[src/rtl/uart_pkg.sv]
// Shared UART definitions: serialiser state encoding, oversampling ratio and frame data width.
package uart_pkg;

  localparam int UART_OVERSAMPLE = 4;
  localparam int UART_DATA_W     = 8;

  typedef enum logic [1:0] {
    TXD_IDLE  = 2'd0,
    TXD_START = 2'd1,
    TXD_DATA  = 2'd2,
    TXD_STOP  = 2'd3
  } txd_state_t;

endpackage

[src/rtl/uart_transmitter_fifo.sv]
// Synchronous circular FIFO holding bytes waiting for the serialiser; 2^DEPTH_N entries.
module uart_transmitter_fifo
  import uart_pkg::*;
#(
  parameter int DEPTH_N = 2
) (
  input  logic                   b_bd_clock,
  input  logic                   inRESET,
  input  logic                   wr_req,
  input  logic [UART_DATA_W-1:0] wr_data,
  input  logic                   rd_pop,
  output logic [UART_DATA_W-1:0] rd_data,
  output logic                   full,
  output logic                   empty
);

  localparam int DEPTH = 1 << DEPTH_N;
  localparam logic [DEPTH_N-1:0] PTR_ONE  = DEPTH_N'(1);
  localparam logic [DEPTH_N:0]   CNT_ONE  = (DEPTH_N+1)'(1);
  localparam logic [DEPTH_N:0]   CNT_FULL = (DEPTH_N+1)'(DEPTH);

  logic [UART_DATA_W-1:0] mem [DEPTH];
  logic [DEPTH_N-1:0]     wr_ptr;
  logic [DEPTH_N-1:0]     rd_ptr;
  logic [DEPTH_N:0]       count;
  logic                   wr_en;
  logic                   rd_en;

  // Full is taken from the registered count, so a write that meets a full
  // FIFO is dropped even if a pop frees a slot on the same edge.
  assign full    = (count == CNT_FULL);
  assign empty   = (count == '0);
  assign wr_en   = wr_req && !full;
  assign rd_en   = rd_pop && !empty;
  assign rd_data = mem[rd_ptr];

  always_ff @(posedge b_bd_clock or negedge inRESET) begin
    if (!inRESET) begin
      wr_ptr <= '0;
      rd_ptr <= '0;
      count  <= '0;
    end else begin
      if (wr_en) wr_ptr <= wr_ptr + PTR_ONE;
      if (rd_en) rd_ptr <= rd_ptr + PTR_ONE;
      if (wr_en && !rd_en)      count <= count + CNT_ONE;
      else if (rd_en && !wr_en) count <= count - CNT_ONE;
    end
  end

  always_ff @(posedge b_bd_clock) begin
    if (wr_en) mem[wr_ptr] <= wr_data;
  end

endmodule

[src/rtl/uart_transmitter.sv]
// UART transmitter in the x4 baud domain: FIFO feeding an 8N1/8N2 serialiser with a registered TXD.
module uart_transmitter
  import uart_pkg::*;
#(
  parameter int FIFO_DEPTH_N = 2,
  parameter int STOP_BITS    = 1
) (
  input  logic       b_bd_clock,
  input  logic       inRESET,
  input  logic       iTX_REQ,
  input  logic [7:0] iTX_DATA,
  output logic       oTX_FULL,
  output logic       oTX_EMPTY,
  output logic       oTX_BUSY,
  output logic       oUART_TXD
);

  localparam logic [1:0] SUB_LAST  = 2'(UART_OVERSAMPLE - 1);
  localparam logic [2:0] BIT_LAST  = 3'(UART_DATA_W - 1);
  localparam logic       STOP_LAST = 1'(STOP_BITS - 1);

  txd_state_t             state, state_d;
  logic [1:0]             sub_cnt, sub_d;
  logic [2:0]             bit_cnt, bit_d;
  logic                   stop_cnt, stop_d;
  logic [UART_DATA_W-1:0] shift_q, shift_d;
  logic                   txd_q, txd_d;
  logic                   pop;
  logic [UART_DATA_W-1:0] fifo_data;
  logic                   fifo_full;
  logic                   fifo_empty;

  uart_transmitter_fifo #(
    .DEPTH_N (FIFO_DEPTH_N)
  ) u_fifo (
    .b_bd_clock (b_bd_clock),
    .inRESET    (inRESET),
    .wr_req     (iTX_REQ),
    .wr_data    (iTX_DATA),
    .rd_pop     (pop),
    .rd_data    (fifo_data),
    .full       (fifo_full),
    .empty      (fifo_empty)
  );

  assign oTX_FULL  = fifo_full;
  assign oTX_BUSY  = (state != TXD_IDLE);
  assign oTX_EMPTY = fifo_empty && (state == TXD_IDLE);
  assign oUART_TXD = txd_q;

  always_ff @(posedge b_bd_clock or negedge inRESET) begin
    if (!inRESET) begin
      state    <= TXD_IDLE;
      sub_cnt  <= '0;
      bit_cnt  <= '0;
      stop_cnt <= 1'b0;
      shift_q  <= '0;
      txd_q    <= 1'b1;
    end else begin
      state    <= state_d;
      sub_cnt  <= sub_d;
      bit_cnt  <= bit_d;
      stop_cnt <= stop_d;
      shift_q  <= shift_d;
      txd_q    <= txd_d;
    end
  end

  // txd_d is the line level for the cycle after this edge, so it is chosen
  // alongside state_d and the line changes exactly when the state does.
  always_comb begin
    state_d = state;
    sub_d   = sub_cnt;
    bit_d   = bit_cnt;
    stop_d  = stop_cnt;
    shift_d = shift_q;
    txd_d   = txd_q;
    pop     = 1'b0;
    case (state)
      TXD_IDLE: begin
        txd_d = 1'b1;
        if (!fifo_empty) begin
          pop     = 1'b1;
          shift_d = fifo_data;
          sub_d   = '0;
          bit_d   = '0;
          stop_d  = 1'b0;
          state_d = TXD_START;
          txd_d   = 1'b0;
        end
      end
      TXD_START: begin
        sub_d = sub_cnt + 2'd1;
        if (sub_cnt == SUB_LAST) begin
          state_d = TXD_DATA;
          txd_d   = shift_q[0];
        end
      end
      TXD_DATA: begin
        sub_d = sub_cnt + 2'd1;
        if (sub_cnt == SUB_LAST) begin
          shift_d = shift_q >> 1;
          bit_d   = bit_cnt + 3'd1;
          if (bit_cnt == BIT_LAST) begin
            state_d = TXD_STOP;
            txd_d   = 1'b1;
          end else begin
            txd_d = shift_q[1];
          end
        end
      end
      TXD_STOP: begin
        sub_d = sub_cnt + 2'd1;
        if (sub_cnt == SUB_LAST) begin
          if (stop_cnt == STOP_LAST) begin
            if (!fifo_empty) begin
              pop     = 1'b1;
              shift_d = fifo_data;
              sub_d   = '0;
              bit_d   = '0;
              stop_d  = 1'b0;
              state_d = TXD_START;
              txd_d   = 1'b0;
            end else begin
              state_d = TXD_IDLE;
              txd_d   = 1'b1;
            end
          end else begin
            stop_d = 1'b1;
          end
        end
      end
      default: begin
        state_d = TXD_IDLE;
        txd_d   = 1'b1;
      end
    endcase
  end

endmodule

[config.mk]
export PLATFORM = sky130hd
export DESIGN_NAME = uart_transmitter
export DESIGN_NICKNAME = d
export VERILOG_FILES = /design/src/rtl/uart_pkg.sv /design/src/rtl/uart_transmitter_fifo.sv /design/src/rtl/uart_transmitter.sv
export SDC_FILE = /design/constraint.sdc
export NUM_CORES = 1
export LEC_CHECK = 0
export ABC_AREA = 1
export CORE_ASPECT_RATIO = 1.4
export CORE_UTILIZATION = 35
export CTS_BUF_LIST = sky130_fd_sc_hd__clkbuf_8
export CTS_CLUSTER_DIAMETER = 30
export DETAILED_ROUTE_END_ITERATION = 10
export PLACE_DENSITY = 0.52
export REMOVE_ABC_BUFFERS = 1
export SYNTH_ARGS = -nofsm -noshare
export SYNTH_HDL_FRONTEND = slang
export SYNTH_HIERARCHICAL = 1
export SYNTH_SLANG_ARGS = --single-unit
[constraint.sdc]
create_clock -name b_bd_clock -period 5.6 [get_ports b_bd_clock]
set_input_delay 1.12 -clock b_bd_clock [delete_from_list [all_inputs] [get_ports b_bd_clock]]
set_output_delay 1.12 -clock b_bd_clock [all_outputs]
set_load 0.01 [all_outputs]
---- Yosys cells after proc, flatten, opt, wreduce, memory -nomap -nowiden ----
Memories as Yosys holds them, arrays and structs flattened.
Index checks and enable logic that the tools add are counted.
word-level totals
  register bits after elaboration ......... 24
  memories kept ........................... 1
  output and inout bits ................... 4
  RAM bits ................................ 32
cells by class
  add/sub/neg operators ................... 6
  reductions and logical operators ........ 20
  mux-type cells .......................... 42
  eq/ne operators ......................... 12
memories
  memory      words  width  read ports  clocked after memory_dff  wr ports  RTL line                     source
  u_fifo.mem  4      8      1           0                         1         uart_transmitter_fifo.sv:22  logic [UART_DATA_W-1:0] mem [DEPTH];
operators by type and width
  cell                                               count
  2-to-1 mux 8 bit                                   4
  one-hot mux 8 bit (3 select lines)                 1
  2-to-1 mux 2 bit                                   10
  2-to-1 mux 3 bit                                   6
  2-to-1 mux 1 bit                                   15
  != test 2 bit (second input constant)              6
  one-hot mux 3 bit (3 select lines)                 1
  one-hot mux 2 bit (4 select lines)                 1
  AND reduction 4 bit                                2
  adder 2 x 1 -> 2 bit (second input constant)       3
  adder 3 x 1 -> 3 bit (second input constant)       2
  == test 2 bit (second input constant)              3
  == test 3 bit (second input constant)              2
  one-hot mux 2 bit (3 select lines)                 1
  AND reduction 6 bit                                1
  nonzero test 2 bit                                 3
  logical AND 1 bit                                  5
  zero test 1 bit                                    4
  one-hot mux 1 bit (2 select lines)                 2
  one-hot mux 1 bit (4 select lines)                 1
  zero test 3 bit                                    1
  AND reduction 3 bit                                1
  nonzero test 3 bit                                 1
  subtractor 3 x 1 -> 3 bit (second input constant)  1
  3 further kinds                                    3

---- Logic depth before layout (Yosys ltp) ----
  depth in word-level cells ............... 9
  mapped depth ............................ 15
  mapped depth without buffers ............ 15

---- Cells and area by module ----
Netlist, hierarchy kept.
by module, submodules not included
  module                 sequential area each (um^2)  area each (um^2)  cells each  instances
  uart_transmitter_fifo  1,136.1                      1,734.2           154         1
  uart_transmitter       401.6                        1,009.7           142         1

---- Worst setup path before layout ----
OpenSTA, ideal clock, no wires.
  kind .................................... input -> register
  start point ............................. input iTX_REQ
  end point ............................... register u_fifo.count[2]
  required time ........................... 5.483 ns
  library setup time ...................... 0.117 ns
  buffers on the path ..................... 0
  path slack .............................. 3.361 ns
  stages on the path ...................... 9
  arrival time ............................ 2.122 ns
  path through ............................ nand2_1 inv_1 ha_1 inv_1 fa_1 nand2_1 nand3_1 nand2_1 nand2_1
between the ends
  cells in the longest elaborated chain, start to end .. 4
  elaborated cells between the ends (all ways) .. 6
RTL lines
  what                          RTL line                     source
  from (decl)                   uart_transmitter.sv:10       input logic iTX_REQ,
  logical AND 1 bit *           uart_transmitter_fifo.sv:33  assign wr_en = wr_req && !full;
  named net u_fifo.wr_en        uart_transmitter_fifo.sv:26  logic wr_en;
  zero test 1 bit               uart_transmitter_fifo.sv:46  else if (rd_en && !wr_en) count <= count - CNT_ONE;
  logical AND 1 bit             uart_transmitter_fifo.sv:46
  nonzero test 2 bit (no line)  --
  to (signal assigned)          uart_transmitter_fifo.sv:45  if (wr_en && !rd_en) count <= count + CNT_ONE;
  to (signal assigned)          uart_transmitter_fifo.sv:46
  to (decl)                     uart_transmitter_fifo.sv:25  logic [DEPTH_N:0] count;
Mark *: on every way through the listed nets, which the timed path passes. The rest lies on a longest branch.
A chain may end at the register's enable or synchronous reset.

---- Final worst setup path ----
  start point ............................. register u_fifo.count[0]
  end point ............................... output oTX_EMPTY
between the ends
  cells in the longest elaborated chain, start to end .. 2
RTL lines
  what                  RTL line                     source
  zero test 3 bit       uart_transmitter_fifo.sv:32  assign empty = (count == '0);
  named net fifo_empty  uart_transmitter.sv:31       logic fifo_empty;
  logical AND 1 bit     uart_transmitter.sv:48       assign oTX_EMPTY = fifo_empty && (state == TXD_IDLE);
  to (decl)             uart_transmitter.sv:13       output logic oTX_EMPTY,
The timed path passes the listed nets, and every way through them passes these cells.

==> impl_metrics.tcl <==
set metrics [dict create \
    finalCritPeriodShare 0.5344 \
    ys_ff_latch 55 \
    post_drt_wl_per_cell_um 11.20 \
    final_hold_viol_count 0 \
    worstPathMaxFanout 5 \
    cts_htree_levels 2 \
    hpwl_um 3388 \
    wl_um 4548 \
    worst_clock_skew_ns 0.01124 \
    worstSkewPairLatency_ns 0.31 \
    viasPerCell 4.495 \
    cp_slowest_cell "clkdlybuf4s50_1" \
    required_ns 4.48 \
    post-cts-setup-buffer-count 0 \
    clock_sinks 55 \
    p_leak_nw 1.455 \
    synth_cell_types 24 \
    cts_buffer_depth 2 \
    numPortBuffers 14 \
    cts_tree "done" \
    worst_pin_slew_ns 1.121 \
    start_kind "register" \
    timing.setup.tns_ns 0 \
    worstHoldPathCells 2 \
    synth-seq-area-share 0.5604 \
    antenna_found_initial 0 \
    irDropWorstVdd_mv 0.1721 \
    design_area_um2 3025 \
    rsz0062_at_grt "false" \
    period_needed_ns 2.992 \
    avgSynthCellArea_um2 9.270 \
    powerDensity_nw_per_um2 522.1 \
    numCtsBuffers 5 \
    dr.pass1.iters 4 \
    vias 1825 \
    first_global_vias 1794 \
    dieArea_um2 8203 \
    gp_congestion 0.8290 \
    path_clk_slew_ns 0.10 \
    gr-total-overflow 0 \
    syn-cell-area_um2 2744 \
    status "finished, final reports clean" \
    r2r_cells 11 \
    syn_inst 296 \
    syn_to_final_growth_pct 10.26 \
    max_stage_delay_ns 0.53 \
    hp-class "reg2reg" \
    die_w_um 76.83 \
    drc 0 \
    grt_pass1_wl_um 8004 \
    crit_buf_inv 4 \
    cpMostUsedCell "inv_1" \
    ys_warn_count 6 \
    crit_cells 6 \
    cap_violations 0 \
    instances_no_fill 406 \
    slew_violations 0 \
    die_h_um 106.8 \
    worst-setup-path-type "reg2out" \
    place_area_um2 2928 \
    clockRootBuffer "clkbuf_8" \
    critPathTopFamily "buffers and inverters" \
    setup_viol 0 \
    final_nets 334 \
    ant_nets 0 \
    grt_max_degree 34 \
    num_io_pins 15 \
    core-area_um2 7453 \
    antennaDiodeCount 0 \
    slew-limit-headroom 0.2503 \
    drt_iter0_markers 69 \
    num_rows 37 \
    cp_data_arrival_time_ns 1.87 \
    fmax_ghz 0.3342 \
    cts_resized 0 \
    drive_gt1_frac 0.04207 \
    holdBufCountCts 0 \
    dp.cells 398 \
    grt_usage 0.1229 \
    initial_core_util 0.3681 \
    endpoint_kind "output port" \
    crit_chain "inv_1, nand3_1, inv_1, nand2_1, inv_1, clkdlybuf4s50_1" \
]
[sequential cells by signal (all words and copies together) (netlist names)]
name and count:
u_fifo/mem 32, shift_q 8, u_fifo/count 3, u_fifo/wr_ptr 2, bit_cnt 3, u_fifo/rd_ptr 2, oUART_TXD 1, state 2
sub_cnt 2
[area by class of cell]
type / count / area [µm²]
clock buffer: 5 / 68.82
clock inverter: 3 / 28.78
fill: 750 / 4428
inverter: 50 / 187.7
multi-input combinational: 182 / 940.9
sequential: 55 / 1538
tap: 97 / 121.4
timing repair buffer: 14 / 140.1
[per-stage QoR]
stage	total power [W]	hold WS, ns	worst slack [ns]	utilization
after detailed placement	0.001364	0.4625	2.723	0.3928
after global routing	0.001746	0.5232	2.424	0.4059
after floorplan	0.001165	0.4628	3.361	-
final	0.001580	0.4769	2.608	0.4059
after CTS	0.001606	0.4781	2.602	0.4059
after global placement	0.001347	0.4579	2.749	0.3928
[kinds of logic (layout without fill, tap and decap cells)]
family	count (synthesis)	count (layout)	synth area share
AND/OR/NAND/NOR	130	130	0.1874
XOR/XNOR	1	1	0.003193
flip-flops	55	55	0.5604
buffers and inverters	59	72	0.09667
adder cells (fa/ha/maj)	15	15	0.07114
AO/OA/AOI/OAI	36	36	0.08117
[layer usage]
metal / vias to the layer above / wire (µm) / global-route usage / part of all wire
met5: - / 0 / 0 / 0
li1: 975 / - / - / -
met4: 0 / 95 / 0.04945 / 0.021
met3: 6 / 108 / 0.02298 / 0.024
met1: 821 / 2058 / 0.1389 / 0.45
met2: 23 / 2285 / 0.2251 / 0.50
[power breakdown]
group	switching (W)	internal, W
Sequential	0.0000711	0.000561
Clock	0.000142	0.0000947
Combinational	0.000461	0.000250
[final timing paths]
check,endpoint,slack (ns),startpoint
worst max-delay path,oTX_EMPTY,2.61,u_fifo/count[0]
worst min-delay path,oUART_TXD,0.48,oUART_TXD
worst max register to register,u_fifo/count[1],3.29,state[0]
worst min register to register,oUART_TXD,0.48,oUART_TXD
max in group asynchronous,state[0],3.52,inRESET
min in group asynchronous,shift_q[7],1.40,inRESET
[worst min-delay path: stages (launching register included)]
cell and delay (ns):
dfstp_2 0.38, nand2_1 0.06, nand2_1 0.05
[cell usage after synthesis]
cell	n	area (µm²)
nand2_1	103	386.6
inv_1	48	180.2
edfxtp_1	32	960.9
dfrtp_1	22	550.5
o211ai_1	16	120.1
o21ai_0	16	80.08
ha_1	14	175.2
nand3_1	11	55.05
nor2_1	11	41.29
buf_6	3	33.78
nand4_1	3	18.77
a21oi_1	2	10.01
buf_2	2	10.01
buf_4	2	15.01
inv_2	2	7.510
clkbuf_2	1	5.000
clkbuf_8	1	13.76
dfstp_2	1	26.28
fa_1	1	20.02
nand2_2	1	6.260
nor2_2	1	6.260
o21ai_1	1	5.000
o21bai_1	1	7.510
xnor2_1	1	8.760
[placed cells by master (no fill, tap or decap)]
cell type,Yosys,routed
inv_6,0,2
inv_1,48,48
clkbuf_8,1,5
o21ai_0,16,16
nand3_1,11,11
nand2_2,1,1
edfxtp_1,32,32
o21bai_1,1,1
inv_8,0,1
clkdlybuf4s50_1,0,14
ha_1,14,14
o21ai_1,1,1
fa_1,1,1
xnor2_1,1,1
nand4_1,3,3
a21oi_1,2,2
dfstp_2,1,1
o211ai_1,16,16
nand2_1,103,103
dfrtp_1,22,22
nor2_1,11,11
nor2_2,1,1
inv_2,2,2
Power figures use the tool's default switching activity.
